[src/rtl/switch_alloc_pkg.sv]
// Shared types and the round-robin pick helper for the wormhole switch allocator.
package switch_alloc_pkg;

  typedef enum logic {ALLOC_IDLE, ALLOC_LOCKED} alloc_state_e;

  // Widest input vector rr_pick handles; callers zero-extend their candidate vector.
  localparam int unsigned MaxIn = 32;

  typedef struct packed {
    logic       found;
    logic [4:0] idx;
  } rr_pick_t;

  // First set bit of req_vec at or after ptr, wrapping modulo n (ptr < n <= MaxIn).
  function automatic rr_pick_t rr_pick(input logic [MaxIn-1:0] req_vec,
                                       input logic [4:0]       ptr,
                                       input int unsigned      n);
    rr_pick_t   res;
    logic [5:0] idx;
    res = '0;
    for (int unsigned k = 0; k < MaxIn; k++) begin
      if (k < n) begin
        idx = {1'b0, ptr} + 6'(k);
        if (32'(idx) >= n) idx = idx - 6'(n);
        if (!res.found && req_vec[idx[4:0]]) begin
          res.found = 1'b1;
          res.idx   = idx[4:0];
        end
      end
    end
    return res;
  endfunction

endpackage

[src/rtl/alloc_port_fsm.sv]
// One output port: IDLE/LOCKED lock FSM, round-robin pointer, owner register and
// stall watchdog that force-releases a packet whose owner stops sending beats.
module alloc_port_fsm
  import switch_alloc_pkg::*;
#(
  parameter int unsigned IN_NUM         = 5,
  parameter int unsigned IN_WIDTH       = $clog2(IN_NUM),
  parameter int unsigned TIMEOUT_CYCLES = 1024,
  parameter int unsigned TIMEOUT_WIDTH  = $clog2(TIMEOUT_CYCLES + 1)
) (
  input  logic                clk,
  input  logic                rst,
  input  logic [IN_NUM-1:0]   cand_i,
  input  logic [IN_NUM-1:0]   beat_fire_i,
  input  logic [IN_NUM-1:0]   beat_last_i,
  output logic                busy_o,
  output logic [IN_WIDTH-1:0] owner_o,
  output logic                timeout_o
);

  alloc_state_e             state_q, state_d;
  logic [IN_WIDTH-1:0]      ptr_q, ptr_d;
  logic [IN_WIDTH-1:0]      owner_q, owner_d;
  logic [TIMEOUT_WIDTH-1:0] wd_q, wd_d;
  logic                     timeout_q, timeout_d;

  rr_pick_t            pick;
  logic                owner_fire;
  logic                owner_last;
  logic [IN_WIDTH-1:0] owner_next;

  always_comb begin
    pick       = rr_pick(MaxIn'(cand_i), 5'(ptr_q), IN_NUM);
    owner_fire = beat_fire_i[owner_q];
    owner_last = owner_fire && beat_last_i[owner_q];
    owner_next = (owner_q == IN_WIDTH'(IN_NUM - 1)) ? '0 : owner_q + 1'b1;

    state_d   = state_q;
    ptr_d     = ptr_q;
    owner_d   = owner_q;
    wd_d      = wd_q;
    timeout_d = 1'b0;

    unique case (state_q)
      ALLOC_IDLE: begin
        if (pick.found) begin
          state_d = ALLOC_LOCKED;
          owner_d = IN_WIDTH'(pick.idx);
          wd_d    = '0;
        end
      end
      ALLOC_LOCKED: begin
        // A last beat on the expiry cycle is a normal release and wins over the watchdog.
        if (owner_last) begin
          state_d = ALLOC_IDLE;
          ptr_d   = owner_next;
        end else if (owner_fire) begin
          wd_d = '0;
        end else if (wd_q == TIMEOUT_WIDTH'(TIMEOUT_CYCLES - 1)) begin
          state_d   = ALLOC_IDLE;
          ptr_d     = owner_next;
          timeout_d = 1'b1;
        end else if (wd_q != '1) begin
          wd_d = wd_q + 1'b1;
        end
      end
      default: state_d = ALLOC_IDLE;
    endcase
  end

  always_ff @(posedge clk or posedge rst) begin
    if (rst) begin
      state_q   <= ALLOC_IDLE;
      ptr_q     <= '0;
      owner_q   <= '0;
      wd_q      <= '0;
      timeout_q <= 1'b0;
    end else begin
      state_q   <= state_d;
      ptr_q     <= ptr_d;
      owner_q   <= owner_d;
      wd_q      <= wd_d;
      timeout_q <= timeout_d;
    end
  end

  assign busy_o    = (state_q == ALLOC_LOCKED);
  assign owner_o   = owner_q;
  assign timeout_o = timeout_q;

endmodule

[src/rtl/switch_allocator.sv]
// Packet-granular output-port allocator: decodes per-output candidate sets, runs one
// lock FSM per output and folds the owners back into per-input grants.
module switch_allocator
  import switch_alloc_pkg::*;
#(
  parameter int unsigned IN_NUM         = 5,
  parameter int unsigned OUT_NUM        = 5,
  parameter int unsigned IN_WIDTH       = $clog2(IN_NUM),
  parameter int unsigned OUT_WIDTH      = $clog2(OUT_NUM),
  parameter int unsigned TIMEOUT_CYCLES = 1024,
  parameter int unsigned TIMEOUT_WIDTH  = $clog2(TIMEOUT_CYCLES + 1)
) (
  input  logic                          clk,
  input  logic                          rst,
  input  logic [IN_NUM-1:0]             req_valid_i,
  input  logic [IN_NUM*OUT_WIDTH-1:0]   req_port_i,
  input  logic [IN_NUM-1:0]             beat_fire_i,
  input  logic [IN_NUM-1:0]             beat_last_i,
  output logic [IN_NUM-1:0]             grant_o,
  output logic [OUT_NUM*IN_WIDTH-1:0]   grant_sel_o,
  output logic [OUT_NUM-1:0]            out_busy_o,
  output logic [OUT_NUM-1:0]            timeout_o
);

  logic [IN_NUM-1:0]   cand  [OUT_NUM];
  logic [OUT_NUM-1:0]  busy;
  logic [IN_WIDTH-1:0] owner [OUT_NUM];

  // Out-of-range port numbers match no output, so they are simply never granted.
  always_comb begin
    for (int o = 0; o < OUT_NUM; o++) begin
      for (int i = 0; i < IN_NUM; i++) begin
        cand[o][i] = req_valid_i[i] &&
                     (req_port_i[i*OUT_WIDTH +: OUT_WIDTH] == OUT_WIDTH'(o));
      end
    end
  end

  for (genvar o = 0; o < OUT_NUM; o++) begin : g_port
    alloc_port_fsm #(
      .IN_NUM        (IN_NUM),
      .IN_WIDTH      (IN_WIDTH),
      .TIMEOUT_CYCLES(TIMEOUT_CYCLES),
      .TIMEOUT_WIDTH (TIMEOUT_WIDTH)
    ) u_fsm (
      .clk        (clk),
      .rst        (rst),
      .cand_i     (cand[o]),
      .beat_fire_i(beat_fire_i),
      .beat_last_i(beat_last_i),
      .busy_o     (busy[o]),
      .owner_o    (owner[o]),
      .timeout_o  (timeout_o[o])
    );
    assign grant_sel_o[o*IN_WIDTH +: IN_WIDTH] = owner[o];
  end

  assign out_busy_o = busy;

  always_comb begin
    grant_o = '0;
    for (int o = 0; o < OUT_NUM; o++) begin
      if (busy[o]) grant_o[owner[o]] = 1'b1;
    end
  end

endmodule
[config.mk]
export PLATFORM = sky130hd
export DESIGN_NAME = switch_allocator
export DESIGN_NICKNAME = d
export VERILOG_FILES = /design/src/rtl/switch_alloc_pkg.sv /design/src/rtl/alloc_port_fsm.sv /design/src/rtl/switch_allocator.sv
export SDC_FILE = /design/constraint.sdc
export NUM_CORES = 1
export LEC_CHECK = 0
export BUFFER_PORTS_ARGS = -buffer_cell sky130_fd_sc_hd__buf_2
export CAP_MARGIN = 10
export CORE_ASPECT_RATIO = 0.6
export CORE_MARGIN = 4
export CORE_UTILIZATION = 38
export DETAILED_ROUTE_END_ITERATION = 10
export GPL_ROUTABILITY_DRIVEN = 0
export PLACE_DENSITY = 0.54
export SKIP_CTS_REPAIR_TIMING = 1
export SYNTH_ARGS = -nofsm -noshare
export SYNTH_HDL_FRONTEND = slang
export SYNTH_SLANG_ARGS = --single-unit
[constraint.sdc]
create_clock -name clk -period 4.5 [get_ports clk]
set_input_delay 0.225 -clock clk [delete_from_list [all_inputs] [get_ports clk]]
set_output_delay 0.225 -clock clk [all_outputs]
set_load 0.1 [all_outputs]
* After elaboration in Yosys (flattened, before gate mapping)
Cells that the tools add are included.
** Storage, ports and cells
- Bits in latches :: 0
- Memories kept :: 0
- Memory bits (read-only) :: 0
- Input port bits :: 32
- Flip-flop bits (word level) :: 95
- Output and inout bits :: 30
- Bits in writable memories :: 0
** Operators by class
- Bitwise operators :: 9
- Shifts and indexed selects :: 0
- Div/mod/pow operators :: 0
- Equality and inequality tests :: 60
- Reduce and logical (&&, ||, !) cells :: 100
- Magnitude comparators :: 60
- Mux-type cells :: 230
- Multiply operators :: 0
- $add $sub $neg :: 55
** Operator list (count)
- 11-bit 2-to-1 mux :: 25
- 5-bit by 6-bit less-than comparator with 1-bit output (second input constant) :: 25
- 5-bit 2-to-1 mux :: 30
- 6-bit 2-to-1 mux :: 25
- 1-bit binary-select mux with 5-bit select :: 25
- 6-bit by 3-bit >= comparator with 1-bit output (second input constant) :: 20
- 11-bit one-hot mux with 2 select lines :: 5
- 5-bit by 3-bit subtractor with 5-bit output (second input constant) :: 20
- 1-bit 2-to-1 mux :: 80
- 3-bit 2-to-1 mux :: 20
- 11-bit by 1-bit adder with 11-bit output (second input constant) :: 5
- 11-bit by 10-bit equality test with 1-bit output (second input constant) :: 5
- 1-bit logical AND :: 55
- 11-bit != test (second input constant) :: 5
- 3-bit by 2-bit adder with 4-bit output (second input constant) :: 10
- 1-bit binary-select mux with 3-bit select :: 10
- 3-bit by 2-bit equality test with 1-bit output (second input constant) :: 10
- 3-bit equality test (second input constant) :: 10
- 3-bit != test (second input constant) :: 10
- 3-bit by 1-bit adder with 4-bit output (second input constant) :: 5
- 3-bit by 3-bit adder with 4-bit output (second input constant) :: 5
- 1-bit logical NOT :: 20
- 3-bit by 4-bit less-than comparator with 1-bit output (second input constant) :: 5
- 2-bit != test (second input constant) :: 10
- 15 further kinds :: 74

* Depth between registers and ports, before layout
- Depth after elaboration :: 19
- Mapped depth :: 14

* By module
From an unflattened synthesis, not the netlist that was laid out.
** Second synthesis, totals
- Cells, all modules :: 1439
- Area total of the unflattened synthesis :: 12011.5 um^2
** Modules (own cells, without submodules)
- alloc_port_fsm at g_port[0].u_fsm ... :: area an instance 2311.0 um^2, seq. area each 475.5 um^2, times used 4, cells each 271
- alloc_port_fsm at g_port[4].u_fsm :: area an instance 2268.4 um^2, seq. area each 475.5 um^2, times used 1, cells each 276
- switch_allocator :: area an instance 499.2 um^2, seq. area each 0.0 um^2, times used 1, cells each 79

* Worst setup path after synthesis
Ideal clock, no wire load.
- Path type :: register -> register
- Start :: register g_port[3].u_fsm.ptr_q[0]
- End :: register g_port[3].u_fsm.wd_q[0]
- Stages on the path, launching flop included :: 14
- Arrival time :: 3.415 ns
- Data required time :: 4.372 ns
- Path slack :: 0.957 ns
- Period minus slack after synthesis :: 3.543 ns
- Library setup time :: 0.128 ns
- Cells stage by stage :: dfrtp_1 > buf_2 > clkinv_1 > ha_1 > inv_1 > ha_1 > a21oi_2 > mux2i_1 > mux4_2 > a21oi_2 > a21boi_2 > nand4b_2 > o221ai_1 > mux2_1
** On the way
- Longest elaborated chain between the ends :: 19
- Elaborated cells between the ends (all ways) :: 44
** Ends and longest elaborated chain
- start, declared :: line alloc_port_fsm.sv:22 : logic [IN_WIDTH-1:0] ptr_q, ptr_d;
- start signal, assigned :: line alloc_port_fsm.sv:80 : ptr_q <= ptr_d;
- branches (longest 16 deep; another with 5-bit by 3-bit subtractor with 5-bit output)
- 6-bit 2-to-1 mux * :: line switch_alloc_pkg.sv:25 : if (!res.found && req_vec[idx[4:0]]) begin
- 2-bit by 1-bit != test with 1-bit output (no source line) *
- 4-bit AND reduction (no source line) *
- end signal, assigned :: line alloc_port_fsm.sv:82 : wd_q <= wd_d;
- end, declared :: line alloc_port_fsm.sv:24 : logic [TIMEOUT_WIDTH-1:0] wd_q, wd_d;
Every way passes the cells marked *. The select of a mux whose other input is x is not followed.
A chain may end at the register's enable or synchronous reset.

* Worst setup path in the final report
- Start :: register g_port[4].u_fsm.ptr_q[1]
- End :: register g_port[4].u_fsm.wd_q[0]
** On the way
- Longest elaborated chain between the ends :: 19
- Elaborated cells between the ends (all ways) :: 44
** Ends and longest elaborated chain (line)
- start, declared :: alloc_port_fsm.sv:22
- start signal, assigned :: alloc_port_fsm.sv:80
- branches (longest 16 deep; another with 5-bit by 3-bit subtractor with 5-bit output)
- 6-bit 2-to-1 mux * :: switch_alloc_pkg.sv:25
- 2-bit by 1-bit != test with 1-bit output (no source line) *
- 4-bit AND reduction (no source line) *
- end signal, assigned :: alloc_port_fsm.sv:82
- end, declared :: alloc_port_fsm.sv:24
Marks and branches as above.

==> metrics <==
clock slew at reported path FFs=roughly 0.070 ns; H-Tree Depth=3; outcome=complete, no violations; Rel. slew slack=a little under a third; row cnt=48; Final Skew=around 0.0076 ns; Worst Hold Class=in -> async; peak supply drop=about 0.00040 V; buffers added on ports=approximately 60; Clk pwr share=8.6%; most common cell in the synthesized netlist=a21oi_1; Worst EP arrival=roughly 4.3 ns; Comb pwr share=between 70% and 80%; die area=33,100 µm²; Layout Nets=roughly 1,500; CTS tree=built; fin crit period=about 4 ns; core footprint=29,200 µm²; Yosys reg bits=95; CP Capture Type=flip-flop; sum of negative setup slack=0 ns; Syn Inst Count=1,413; clk_lat worst skew=about 0.37 ns; final hold vios=0; grt ovf=0; Seq/Total Area, Yosys=between 20% and 30%; clk buf depth=2; synthesized area=11,500 µm²; Worst EP required=roughly 4.8 ns; syn nets=1,520; Reg2Reg Setup Slack=between 0.4 and 0.5 ns; worst path cell trace=inv_1, ha_1, clkinv_1, a211oi_1, a31oi_1, a221oi_2, a31oi_1, a31oi_2, buf_4, nor2_1, mux2_1; syn avg cell area=8.11 µm²; Critical Path Max Stage Delay=0.69 ns; pwr/cell area=between 700 and 800 nW/µm²; initial antenna violation count=1; Final Cycle Share=89.2%; Yosys cell types=between 100 and 150; Slew @ Worst Pin=~1.0 ns; maxcap violations=0; clock tree sinks=95; Leak=approximately 0.0054 µW; IO Pins=62; Num CTS Buffers=9; Max Clk Rate=around 250 MHz; P_int=between 3000 and 4000 µW; biggest area consumer among synthesized cells=dfrtp_1; post-synth top area share=~21%; vias=between 10,000 and 15,000; Reg power frac=roughly 15%; final setup fails=0; hold_ws=approximately 0.038 ns; Vias/cell=between 6 and 7; Global Route Usage Sum=about a fifth; Max Slew Vio Count=0; average wire per standard cell=a little under 20 µm; Syn. warnings=0; layout cells sized above 1=a little under an eighth; kind of critical path=reg -> reg; die height=about 140 µm; antenna-violating nets left=0; pin count of the biggest net entering global routing=67; Post-route DRC=0; # fillers=~2,900; top cells by area, synth=dfrtp_1 (21%), ha_1 (7.6%), mux2i_1 (4.5%), a21oi_1 (4.5%), nand2_1 (3.1%); RSZ-0062 raised after global routing=false; Post-synth ARST share=100%; Psw=5570 µW; Die X=roughly 230 µm; layout overhead on the synthesized area=7.87%; drt total wl=approximately 36 mm; top cell family by delay on the critical path=compound AO/OA/AOI/OAI gates; critical path's slowest cell=dfrtp_1; Reg-to-Reg Start=g_port[4].u_fsm.ptr_q[1]; commonest cells in the netlist=a21oi_1 (102), dfrtp_1 (95), nand2_1 (95); CP Launch Type=flip-flop; DP Wirelength=approximately 28 mm; Sw Share=between 50 and 60%; first-pass GRT wire length=about 57 mm; DR iter-0 viols=roughly 1,300; initial cell density of the core=between 30% and 40%; Max Fanout on Critical Path=13; Main synth FF type=dfrtp_1; CP Buf/Inv Count=3; Pre-Repair DR Iteration Count=6; worst setup path start=g_port[4].u_fsm.ptr_q[1]; Post-synth EDFFs=0; CP dominant cell by count=a31oi_1; vias in the first global route=approximately 9,800; Root Driver=clkbuf_16
==> worst paths after layout <==
kind | endpoint | cells past startpoint
setup / recovery | g_port[4].u_fsm.wd_q[0] | 11
hold / removal | g_port[3].u_fsm.busy_o | 2
setup reg to reg | g_port[4].u_fsm.wd_q[0] | 11
hold reg to reg | g_port[0].u_fsm.wd_q[4] | 1
max in group asynchronous | g_port[0].u_fsm.wd_q[7] | 3
min in group clk | g_port[0].u_fsm.wd_q[4] | 1
==> worst register-to-register path: stages, from the launching register on <==
cell      delay, ns
dfrtp_1        0.69
inv_1          0.30
ha_1           0.60
clkinv_1       0.34
a211oi_1       0.42
a31oi_1        0.10
a221oi_2       0.51
a31oi_1        0.14
a31oi_2        0.18
buf_4          0.17
nor2_1         0.09
mux2_1         0.36
==> routing by layer <==
| layer | part of all wire [%] | GRT usage (%) |
|---|---|---|
| met1 | 51 | 34.1 |
| met2 | 39 | 28.7 |
| met3 | 7.5 | 4.78 |
| met4 | 1.7 | 4.49 |
| met5 | 0 | 0 |
==> flip-flops by register name, indices dropped and copies added (netlist names) <==
signal and cells:
g_port.u_fsm.wd_q 55, g_port.u_fsm.owner_o 15, g_port.u_fsm.ptr_q 15, g_port.u_fsm.busy_o 5
g_port.u_fsm.timeout_o 5
==> cell families (layout without fill, tap and decap cells) <==
group                    after synthesis  count (layout)  synth area share, %
buffers and inverters                151             172                 5.48
XOR/XNOR                              36              36                 2.75
other                                  0               1                    0
flip-flops                            95              95                 20.7
AO/OA/AOI/OAI                        469             469                 29.3
multiplexers                          71              71                 7.29
adder cells (fa/ha/maj)               77              77                 8.69
AND/OR/NAND/NOR                      514             514                 25.7
==> placed cells by master (no fill, tap or decap), drive strengths merged, types with 9 or more instances in the layout <==
cell type and instances:
nor3b 18, o21ai 81, and2 13, o21a 10, nor4b 9, a31oi 26, o211ai 18, buf 77
and4bb 13, o221ai 9, nand4b 12, a221oi 9, xor2 14, xnor2 22, nand2 95, nand4 23
inv 77, a211o 13, a21oi 109, mux2i 52, nor3 37, o31ai 16, nand2b 27, o22ai 10
nand3 49, dfrtp 95, a21o 27, ha 70, nor2b 23, a211oi 19, mux4 9, clkbuf 10
nor2 94, and3 35, mux2 10
==> area by class of cell <==
type | instances | area (µm²) | area share, %
inverters | 79 | 299 | 2.42
clock inverters | 6 | 67.6 | 0.547
repair buffers | 77 | 425 | 3.44
diodes | 1 | 2.50 | 0.0202
well taps | 400 | 500 | 4.05
clock buffers | 10 | 229 | 1.85
multi-input cells | 1167 | 8460 | 68.4
flip-flops and latches | 95 | 2380 | 19.2
==> power groups by stage <==
stage,clock (µW),sequential (µW),combinational [µW]
2_1_floorplan,0,1560,5390
3_3_place_gp,0,1450,7100
3_5_place_dp,0,1460,7070
4_1_cts,833,1440,7120
5_1_grt,870,1480,7860
6_report,817,1450,7270
==> per-stage QoR <==
step           power [µW]  worst slack [ns]  std cells  area, µm²  utilization (%)
2_1_floorplan        6940             0.957       1413      11500                -
3_3_place_gp         8550             0.641       1818      12100             41.2
3_5_place_dp         8530             0.582       1818      12100             41.2
4_1_cts              9390             0.549       1834      12400             42.3
5_1_grt             10200             0.260       1835      12400             42.3
6_report             9530             0.485       1835      12400             42.3
Power figures use the tool's default switching activity.
